===== src/rtl/trace_retire_queue_pkg.sv =====
// Shared types for the retirement tracer: record layout, instruction classes,
// RV32I/RV32M wildcard masks and the classifier built from them.
package trace_retire_queue_pkg;

    localparam int unsigned TRC_CYC_W = 32;

    typedef enum logic [3:0] {
        CLS_UNKNOWN = 4'd0,
        CLS_UPPER   = 4'd1,
        CLS_JUMP    = 4'd2,
        CLS_BRANCH  = 4'd3,
        CLS_LOAD    = 4'd4,
        CLS_STORE   = 4'd5,
        CLS_MULDIV  = 4'd6,
        CLS_ALU     = 4'd7,
        CLS_SYSTEM  = 4'd8,
        CLS_FENCE   = 4'd9
    } trace_cls_e;

    typedef struct packed {
        logic [TRC_CYC_W-1:0] cyc;
        logic [31:0]          pc;
        logic [31:0]          insn;
        logic [4:0]           rd;
        logic [31:0]          rd_wdata;
        trace_cls_e           cls;
    } trace_rec_t;

    localparam logic [31:0] INSN_LUI    = 32'b?????_?????_?????_?????_?????_0110111;
    localparam logic [31:0] INSN_AUIPC  = 32'b?????_?????_?????_?????_?????_0010111;
    localparam logic [31:0] INSN_JAL    = 32'b?????_?????_?????_?????_?????_1101111;
    localparam logic [31:0] INSN_JALR   = 32'b????????????_?????_000_?????_1100111;
    localparam logic [31:0] INSN_BEQ    = 32'b???????_?????_?????_000_?????_1100011;
    localparam logic [31:0] INSN_BNE    = 32'b???????_?????_?????_001_?????_1100011;
    localparam logic [31:0] INSN_BLT    = 32'b???????_?????_?????_100_?????_1100011;
    localparam logic [31:0] INSN_BGE    = 32'b???????_?????_?????_101_?????_1100011;
    localparam logic [31:0] INSN_BLTU   = 32'b???????_?????_?????_110_?????_1100011;
    localparam logic [31:0] INSN_BGEU   = 32'b???????_?????_?????_111_?????_1100011;
    localparam logic [31:0] INSN_LOAD   = 32'b?????_?????_?????_?????_?????_0000011;
    localparam logic [31:0] INSN_STORE  = 32'b?????_?????_?????_?????_?????_0100011;
    localparam logic [31:0] INSN_MULDIV = 32'b0000001_?????_?????_???_?????_0110011;
    localparam logic [31:0] INSN_OP     = 32'b?????_?????_?????_?????_?????_0110011;
    localparam logic [31:0] INSN_OP_IMM = 32'b?????_?????_?????_?????_?????_0010011;
    localparam logic [31:0] INSN_SYSTEM = 32'b?????_?????_?????_?????_?????_1110011;
    localparam logic [31:0] INSN_FENCE  = 32'b?????_?????_?????_?????_?????_0001111;

    // Priority order matters: RV32M shares the OP opcode and must win over ALU.
    function automatic trace_cls_e classify(input logic [31:0] insn);
        trace_cls_e cls;
        if (insn ==? INSN_LUI || insn ==? INSN_AUIPC)                        cls = CLS_UPPER;
        else if (insn ==? INSN_JAL || insn ==? INSN_JALR)                    cls = CLS_JUMP;
        else if (insn ==? INSN_BEQ || insn ==? INSN_BNE || insn ==? INSN_BLT ||
                 insn ==? INSN_BGE || insn ==? INSN_BLTU || insn ==? INSN_BGEU) cls = CLS_BRANCH;
        else if (insn ==? INSN_LOAD)                                         cls = CLS_LOAD;
        else if (insn ==? INSN_STORE)                                        cls = CLS_STORE;
        else if (insn ==? INSN_MULDIV)                                       cls = CLS_MULDIV;
        else if (insn ==? INSN_OP || insn ==? INSN_OP_IMM)                   cls = CLS_ALU;
        else if (insn ==? INSN_SYSTEM)                                       cls = CLS_SYSTEM;
        else if (insn ==? INSN_FENCE)                                        cls = CLS_FENCE;
        else                                                                 cls = CLS_UNKNOWN;
        return cls;
    endfunction

endpackage


===== src/rtl/trace_retire_queue_fifo.sv =====
// Synchronous FIFO of trace records; extra pointer MSB separates full from empty.
module trace_fifo
    import trace_retire_queue_pkg::*;
#(
    parameter  int unsigned DEPTH = 8,
    localparam int unsigned AW    = $clog2(DEPTH)
) (
    input  logic        clk_i,
    input  logic        rst_ni,
    input  logic        clr_i,
    input  logic        wr_en_i,
    input  trace_rec_t  wr_data_i,
    input  logic        rd_en_i,
    output trace_rec_t  rd_data_o,
    output logic [AW:0] count_o,
    output logic        full_o,
    output logic        empty_o
);

    localparam logic [AW:0] PTR_ONE = {{AW{1'b0}}, 1'b1};

    logic [AW:0] wptr_q, wptr_d, rptr_q, rptr_d;
    trace_rec_t  mem_q [DEPTH];

    always_comb begin
        wptr_d = wptr_q;
        rptr_d = rptr_q;
        if (clr_i) begin
            wptr_d = '0;
            rptr_d = '0;
        end else begin
            if (wr_en_i) wptr_d = wptr_q + PTR_ONE;
            if (rd_en_i) rptr_d = rptr_q + PTR_ONE;
        end
    end

    always_ff @(posedge clk_i or negedge rst_ni) begin
        if (!rst_ni) begin
            wptr_q <= '0;
            rptr_q <= '0;
        end else begin
            wptr_q <= wptr_d;
            rptr_q <= rptr_d;
        end
    end

    always_ff @(posedge clk_i) begin
        if (wr_en_i && !clr_i) mem_q[wptr_q[AW-1:0]] <= wr_data_i;
    end

    assign rd_data_o = mem_q[rptr_q[AW-1:0]];
    assign count_o   = wptr_q - rptr_q;
    assign empty_o   = (wptr_q == rptr_q);
    assign full_o    = (wptr_q[AW] != rptr_q[AW]) && (wptr_q[AW-1:0] == rptr_q[AW-1:0]);

endmodule


===== src/rtl/trace_retire_queue.sv =====
// Retired-instruction trace queue: classify, cycle-stamp, buffer and drain to the sink.
// Define TRACE_RETIRE_STALL_EN to backpressure the pipeline instead of dropping records.
module trace_retire_queue
    import trace_retire_queue_pkg::*;
#(
    parameter int unsigned DEPTH = 8,
    parameter int unsigned CYC_W = TRC_CYC_W
) (
    input  logic        clk_i,
    input  logic        rst_ni,
    input  logic        ret_valid_i,
    input  logic [31:0] ret_pc_i,
    input  logic [31:0] ret_insn_i,
    input  logic [4:0]  ret_rd_i,
    input  logic [31:0] ret_rd_wdata_i,
    input  logic        flush_i,
    output logic        trc_valid_o,
    input  logic        trc_ready_i,
    output trace_rec_t  trc_rec_o,
    output logic        stall_o,
    output logic [15:0] ovf_cnt_o,
    output logic        full_o,
    output logic        empty_o
);

    localparam int unsigned AW = $clog2(DEPTH);

    typedef enum logic [1:0] {ST_IDLE, ST_SEND, ST_FLUSH} state_e;

    state_e           state_q, state_d;
    logic [CYC_W-1:0] cyc_q, cyc_d;
    logic [AW:0]      count, count_nxt;
    logic             fifo_full, fifo_empty;
    logic             rd_en, wr_req, wr_en;
    trace_rec_t       cap_rec, head_rec;
    trace_cls_e       cap_cls;

    assign rd_en  = trc_valid_o && trc_ready_i;
    assign wr_req = ret_valid_i && !flush_i;
    // A read in the same cycle frees the head slot, so a full FIFO still takes the write.
    assign wr_en  = wr_req && (!fifo_full || rd_en);

    assign count_nxt = count + {{AW{1'b0}}, wr_en} - {{AW{1'b0}}, rd_en};

    assign cap_cls          = classify(ret_insn_i);
    assign cap_rec.cyc      = TRC_CYC_W'(cyc_q);
    assign cap_rec.pc       = ret_pc_i;
    assign cap_rec.insn     = ret_insn_i;
    assign cap_rec.rd       = ret_rd_i;
    assign cap_rec.rd_wdata = (ret_rd_i == 5'd0 || cap_cls == CLS_BRANCH || cap_cls == CLS_STORE)
                              ? 32'd0 : ret_rd_wdata_i;
    assign cap_rec.cls      = cap_cls;

    trace_fifo #(.DEPTH(DEPTH)) u_fifo (
        .clk_i     (clk_i),
        .rst_ni    (rst_ni),
        .clr_i     (flush_i),
        .wr_en_i   (wr_en),
        .wr_data_i (cap_rec),
        .rd_en_i   (rd_en),
        .rd_data_o (head_rec),
        .count_o   (count),
        .full_o    (fifo_full),
        .empty_o   (fifo_empty)
    );

    always_comb begin
        state_d = state_q;
        cyc_d   = cyc_q + CYC_W'(1);
        unique case (state_q)
            ST_IDLE:  if (count_nxt != '0) state_d = ST_SEND;
            ST_SEND:  if (count_nxt == '0) state_d = ST_IDLE;
            ST_FLUSH: state_d = (count_nxt != '0) ? ST_SEND : ST_IDLE;
            default:  state_d = ST_IDLE;
        endcase
        if (flush_i) state_d = ST_FLUSH;
    end

    always_ff @(posedge clk_i or negedge rst_ni) begin
        if (!rst_ni) begin
            state_q <= ST_IDLE;
            cyc_q   <= '0;
        end else begin
            state_q <= state_d;
            cyc_q   <= cyc_d;
        end
    end

    assign trc_valid_o = (state_q == ST_SEND);
    assign trc_rec_o   = trc_valid_o ? head_rec : '0;
    assign full_o      = fifo_full;
    assign empty_o     = fifo_empty;

`ifdef TRACE_RETIRE_STALL_EN
    assign stall_o   = fifo_full && !rd_en;
    assign ovf_cnt_o = 16'd0;
`else
    logic [15:0] ovf_q, ovf_d;

    always_comb begin
        ovf_d = ovf_q;
        if (wr_req && fifo_full && !rd_en && ovf_q != 16'hFFFF) ovf_d = ovf_q + 16'd1;
    end

    always_ff @(posedge clk_i or negedge rst_ni) begin
        if (!rst_ni) ovf_q <= '0;
        else         ovf_q <= ovf_d;
    end

    assign stall_o   = 1'b0;
    assign ovf_cnt_o = ovf_q;
`endif

endmodule

===== config.mk =====
export PLATFORM = sky130hd
export DESIGN_NAME = trace_retire_queue
export DESIGN_NICKNAME = d
export VERILOG_FILES = /design/src/rtl/trace_retire_queue_pkg.sv /design/src/rtl/trace_retire_queue_fifo.sv /design/src/rtl/trace_retire_queue.sv
export SDC_FILE = /design/constraint.sdc
export NUM_CORES = 1
export LEC_CHECK = 0
export CAP_MARGIN = 10
export CORE_MARGIN = 5
export CORE_UTILIZATION = 30
export CTS_CLUSTER_SIZE = 40
export DETAILED_ROUTE_END_ITERATION = 7
export PLACE_DENSITY = 0.58
export SLEW_MARGIN = 10
export SYNTH_ARGS = -nofsm -noshare
export SYNTH_HDL_FRONTEND = slang
export SYNTH_HIERARCHICAL = 1
export SYNTH_SLANG_ARGS = --single-unit

===== constraint.sdc =====
create_clock -name clk_i -period 14.5 [get_ports clk_i]
set_clock_uncertainty 0.15 [all_clocks]
set_input_delay 2.9 -clock clk_i [delete_from_list [all_inputs] [get_ports clk_i]]
set_output_delay 2.9 -clock clk_i [all_outputs]
set_load 0.05 [all_outputs]

==> results.tsv, run 1 <==
stage	metric	value	unit
die	ios	263	
setup_path	r2r_cells	12	
logic_synthesis	synth_ff_type	edfxtp_1	
cts	cts.sinks	1154	
placement	pre_cts_slack	7.05	ns
cts	cts_tree	built	
cts	cts_made_buffers	121	
power_and_ir_drop	leakage	17.6	nW
die	dieHeight	401	um
sta	layout_setup_ws	6.56	ns
power_and_ir_drop	pwr_density_cell	136	nW/um^2
global_route	grt_usage	13.1	%
setup_path	worstPathMaxFanout	119	
logic_synthesis	avgSynthCellArea	19.4	um^2
sta	rsz0062_at_grt	no	
cells_and_area	regArea	34400	um^2
setup_path	critPathKind	reg -> out	
logic_synthesis	yosysUniqueCellTypes	53	
power_and_ir_drop	power_frac_comb	9.4	%
cells_and_area	final_util	35.9	%
die	initial_utilization	30.2	%
route	via_count	22400	
logic_synthesis	syn-instance-count	2363	
route	viasPerCell	4.67	
cells_and_area	final_cell_mix	edfxtp_1, nand2_1, clkdlybuf4s50_1, mux4_2, and2_1	
route	drc	0	
setup_path	setup.worst_path.start_class	flop	
sta	max-slew-margin-rel	17.3	%
global_route	gr-total-overflow	0	
placement	place_hpwl	57200	um
logic_synthesis	syn-num-nets	2482	
logic_synthesis	ys_ff_latch	1154	
setup_path	endpoint_kind	output pin	
route	post_drt_wl_per_cell	22.2	um
logic_synthesis	synth_area	45900	um^2
cts	cts_setup_buffers	0	
die	dieArea	161000	um^2
cells_and_area	layout_commonest_cell	edfxtp_1	
status	outcome	finished, final reports clean	
cells_and_area	syn_to_final_growth	19.0	%
setup_path	critical_path_required	11.45	ns
sta	fin_crit	7.94	ns
setup_path	r2r_end	u_fifo/mem_q[7][75]	
sta	max_freq	126	MHz
die	die-width	401	um
logic_synthesis	async_reset_ff_share	5.03	%
power_and_ir_drop	power_frac_seq	49.6	%
logic_synthesis	yosysSeqAreaShare	74.8	%
min_path	hold_depth	1	
setup_path	crit_start	u_fifo/rptr_q[2]	
cts	cts_resized	0	
cts	clockRootBuffer	clkbuf_16	
cts	clk_pin_slew	0.06	ns
min_path	hold_path_class	reg -> reg	
sta	worstMarginPinSlew	1.24	ns
power_and_ir_drop	p_int	5.71	mW
route	finalWirelength	106000	um
placement	io_buffer_count	261	
setup_path	critPathArrivalTime	4.89	ns
die	core-area	152000	um^2
cells_and_area	fillers	14100	
cells_and_area	drive_gt1_share	15.1	%
route	drtPass1Iterations	5	
cells_and_area	design_area	54600	um^2
min_path	hold_start	state_q[1]	
cts	clkLatencyLatePin	0.72	ns
sta	finalSetupViolations	0	
global_route	grt_max_degree	120	
die	num_rows	143	
global_route	antenna_found_initial	6	
placement	gp_congestion	0.703	
power_and_ir_drop	ir_drop	91.7	uV
power_and_ir_drop	clkPwrFrac	41.0	%
power_and_ir_drop	power.switching	1.70	mW
cts	clock_path_buffers	3	
sta	finalHoldViolCount	0	
setup_path	r2r-start	u_fifo/rptr_q[1]	
cts	ctsHtreeMaxLevel	3	
global_route	grt_pass1_wl	159000	um
cells_and_area	stdcell_count	4788	
placement	placedInstanceArea	50700	um^2
route	drtIter0Drc	1427	
cells_and_area	nets	2783	
global_route	grt_pass1_vias	23600	
route	ant_nets	0	
cts	ctsHoldBuffers	0	
logic_synthesis	synth_edf_count	1096	
setup_path	r2r_setup_slack	8.31	ns
placement	dp.cells	4571	
sta	fin_crit_sh	54.8	%
min_path	hold_end	state_q[0]	
sta	slew_viol_final	0	
job	cap_violations	0	
cells_and_area	multi_input_area	10800	um^2
power_and_ir_drop	netSwitchingFraction	22.9	%
logic_synthesis	yosys_warnings	6	
[worst max-delay path, cell delays in order, from the launching register on]
cell,delay (ns)
dfrtp_4,0.91
buf_4,0.78
buf_12,0.46
mux4_2,0.36
nand2_1,0.06
nand2_1,0.12
and2_1,0.12
clkdlybuf4s50_1,0.97
[power groups by stage]
stage	Clock (mW)	Sequential (mW)	Combinational, mW
final	3.04	3.67	0.695
after global routing	3.28	3.67	0.748
after detailed placement	0	3.74	0.714
after floorplan	0	3.74	0.486
after global placement	0	3.74	0.711
after CTS	3.13	3.67	0.716
[registers in the layout, indices dropped and copies added (netlist names)]
| name | cells |
|---|---|
| u_fifo/mem_q | 1096 |
| cyc_q | 32 |
| ovf_cnt_o | 16 |
| u_fifo/rptr_q | 4 |
| u_fifo/wptr_q | 4 |
| state_q | 2 |
[layer usage]
layer,track usage (%),vias to the layer above,part of all wire (%)
li1,-,9898,-
met1,17.3,11900,44
met2,22.0,442,49
met3,2.25,146,3.9
met4,4.03,4,2.4
met5,0,-,0.025
[how the worst max path moves through the flow]
| stage | slack [ns] | to |
|---|---|---|
| after floorplan | -3.41 | u_fifo/mem_q[0][0] |
| after global placement | 7.11 | trc_rec_o[1] |
| after detailed placement | 7.05 | u_fifo/mem_q[7][75] |
| after CTS | 6.29 | trc_rec_o[1] |
| after global routing | 6.28 | trc_rec_o[1] |
| final | 6.56 | trc_rec_o[103] |
[cells in the mapped netlist (all sizes together), types with 2 or more instances]
library cell	n	area share (%)
a21oi	6	0.065
a221oi	2	0.038
a41oi	2	0.038
and2	174	2.4
and3	8	0.11
and4	9	0.17
buf	87	1.4
clkbuf	34	0.29
dfrtp	58	3.2
edfxtp	1096	72
fa	2	0.087
ha	11	0.30
inv	16	0.13
mux2i	2	0.044
mux4	274	14
nand2	426	3.5
nand2b	5	0.068
nand3	20	0.25
nand3b	2	0.033
nand4	22	0.37
nor2	16	0.15
nor2b	3	0.041
nor3	8	0.087
nor4	6	0.15
o21ai	3	0.033
o41ai	2	0.038
or4	2	0.033
xnor2	43	0.82
xor2	11	0.21
[logic make-up after synthesis]
| family | share of synthesized area [%] |
|---|---|
| mux | 14.2 |
| compound gates | 0.294 |
| flops | 74.8 |
| simple gates | 7.45 |
| other cells | 0.00817 |
| fa+ha+maj | 0.387 |
| xor+xnor | 1.03 |
| buf+inv | 1.81 |
[cell type report]
| cell class | instances | area share, % |
|---|---|---|
| sequential | 1154 | 62.9 |
| multi-input combinational | 1072 | 19.8 |
| clock buffer | 176 | 6.25 |
| timing repair buffer | 299 | 5.41 |
| tap | 2030 | 4.65 |
| clock inverter | 39 | 0.891 |
| inverter | 16 | 0.119 |
| antenna | 2 | 0.00916 |
[per-stage QoR]
step | TNS (ns) | power (mW) | hold slack (ns)
2_1_floorplan | -932.87 | 4.22 | 0.290
3_3_place_gp | 0 | 4.45 | 0.333
3_5_place_dp | 0 | 4.46 | 0.341
4_1_cts | 0 | 7.52 | 0.353
5_1_grt | 0 | 7.70 | 0.369
6_report | 0 | 7.41 | 0.343
No activity file was read; power rests on OpenSTA's default activity.
==> inputs of run 2 (changes only) <==
- PLACE_DENSITY: 0.58 -> 0.57
- clock period: 14.5 -> 8.25 ns (I/O delays scaled with it)
==> results.tsv, run 2 (same netlist as run 1, synthesis figures left out) <==
stage	metric	value	unit
setup_path	slowest_delay	0.90	ns
cells_and_area	nets	2781	
cells_and_area	stdcell_count	4787	
global_route	grt_usage	13.1	%
sta	finalHoldViolCount	0	
global_route	gr-total-overflow	0	
setup_path	critPathSlowestCell	dfrtp_4	
die	dieHeight	401	um
cts	cts_resized	0	
cells_and_area	fillers	14200	
global_route	grt_pass1_vias	23300	
cts	clkLatencyLatePin	0.72	ns
placement	io_buffer_count	261	
placement	dp.cells	4569	
setup_path	worstPathMaxFanout	58	
route	via_count	22200	
min_path	hold_path_class	reg -> reg	
sta	fin_crit_sh	70.1	%
setup_path	critical_path_required	6.45	ns
cts	cts.sinks	1154	
global_route	grt_max_degree	119	
route	finalWirelength	107000	um
cells_and_area	syn_to_final_growth	19.2	%
cts	ctsHoldBuffers	0	
die	ios	263	
placement	gp_congestion	0.685	
power_and_ir_drop	ir_drop	158	uV
sta	slew_viol_final	0	
route	ant_nets	0	
setup_path	cp_common_cell	nand2_1	
setup_path	endpoint_kind	output pin	
cts	cts_tree	built	
placement	place_hpwl	55400	um
setup_path	setup.worst_path.start_class	flop	
placement	placedInstanceArea	50900	um^2
cells_and_area	final_cell_mix	edfxtp_1, nand2_1, clkdlybuf4s50_1, mux4_2, and2_1	
setup_path	critPathKind	reg -> out	
die	core-area	152000	um^2
sta	rsz0062_at_grt	no	
route	drtPass1Iterations	5	
route	post_drt_wl_per_cell	22.3	um
cts	clockRootBuffer	clkbuf_16	
sta	worstMarginPinSlew	1.10	ns
job	cap_violations	0	
setup_path	path_cells	buf_4 -> mux4_2 -> nand2_1 -> nand2_1 -> and2_1 -> clkdlybuf4s50_1	
global_route	grt_pass1_wl	159000	um
global_route	antenna_found_initial	4	
route	drc	0	
die	dieArea	161000	um^2
die	num_rows	143	
die	die-width	401	um
cells_and_area	largest_reg_flops	1096	
status	outcome	finished, final reports clean	
cts	cts_made_buffers	121	
route	viasPerCell	4.64	
sta	max_freq	173	MHz
cts	clock_path_buffers	3	
sta	max-slew-margin-rel	27.0	%
cts	ctsHtreeMaxLevel	3	
cts	cts_setup_buffers	0	
sta	finalSetupViolations	0	
sta	fin_crit	5.78	ns
cells_and_area	drive_gt1_share	14.9	%
die	initial_utilization	30.2	%
route	drtIter0Drc	1326	
cells_and_area	layout_commonest_cell	edfxtp_1	
power_and_ir_drop	pwr_density_cell	237	nW/um^2
setup_path	critPathArrivalTime	3.98	ns
cells_and_area	design_area	54800	um^2
power_and_ir_drop	leakage	17.6	nW
cts	clk_pin_slew	0.06	ns
-- run 2: where the power goes --
part           switching [mW]  internal, mW
Clock                    2.19          3.08
Combinational           0.750         0.482
Sequential             0.0210          6.43
Total                    2.96          9.99
-- run 2: layout make-up --
class / count / area (um^2) / share of cell area [%]
clock buffers: 164 / 3320 / 6.07
multi-input cells: 1072 / 10800 / 19.8
well taps: 2030 / 2540 / 4.64
repair buffers: 297 / 3070 / 5.60
inverters: 16 / 65.1 / 0.119
diodes: 2 / 5.00 / 0.00914
clock inverters: 52 / 536 / 0.978
flip-flops and latches: 1154 / 34400 / 62.8
-- run 2: metal layers --
metal | vias to the layer above | wire length, um | global-route usage, %
li1 | 9901 | - | -
met1 | 11800 | 47000 | 17.6
met2 | 394 | 53600 | 22.2
met3 | 135 | 4130 | 2.29
met4 | 0 | 2030 | 3.57
met5 | - | 0 | 0
-- run 2: critical path: cells and delay by family, from the launching register on --
family        cells  cell delay [ns]
simple gates      3             0.33
buf+inv           2             1.62
mux               1             0.35
flops             1             0.90
-- run 2: path summary, 6_finish.rpt --
| path | slack, ns | depth (start not counted) | endpoint | startpoint |
|---|---|---|---|---|
| worst max-delay path | 2.47 | 6 | trc_rec_o[26] | u_fifo/rptr_q[2] |
| worst min-delay path | 0.34 | 1 | state_q[0] | state_q[1] |
| worst max register to register | 3.85 | 11 | u_fifo/mem_q[2][37] | u_fifo/rptr_q[2] |
| worst min register to register | 0.34 | 1 | state_q[0] | state_q[1] |
| max in group asynchronous | 6.28 | 2 | u_fifo/rptr_q[1] | rst_ni |
| min in group asynchronous | 0.57 | 1 | ovf_cnt_o[1] | rst_ni |
-- run 2: per-stage QoR --
stage / power (mW) / TNS, ns / utilization (%) / hold WS, ns / setup slack (ns)
final: 13.0 / 0 / 36.0 / 0.336 / 2.47
after global routing: 13.5 / 0 / 36.0 / 0.356 / 2.24
after CTS: 13.2 / 0 / 36.0 / 0.343 / 2.27
after detailed placement: 7.84 / 0 / 33.5 / 0.331 / 2.67
after global placement: 7.83 / 0 / 33.5 / 0.331 / 2.71
after floorplan: 7.42 / -844.52 / - / 0.290 / -2.65
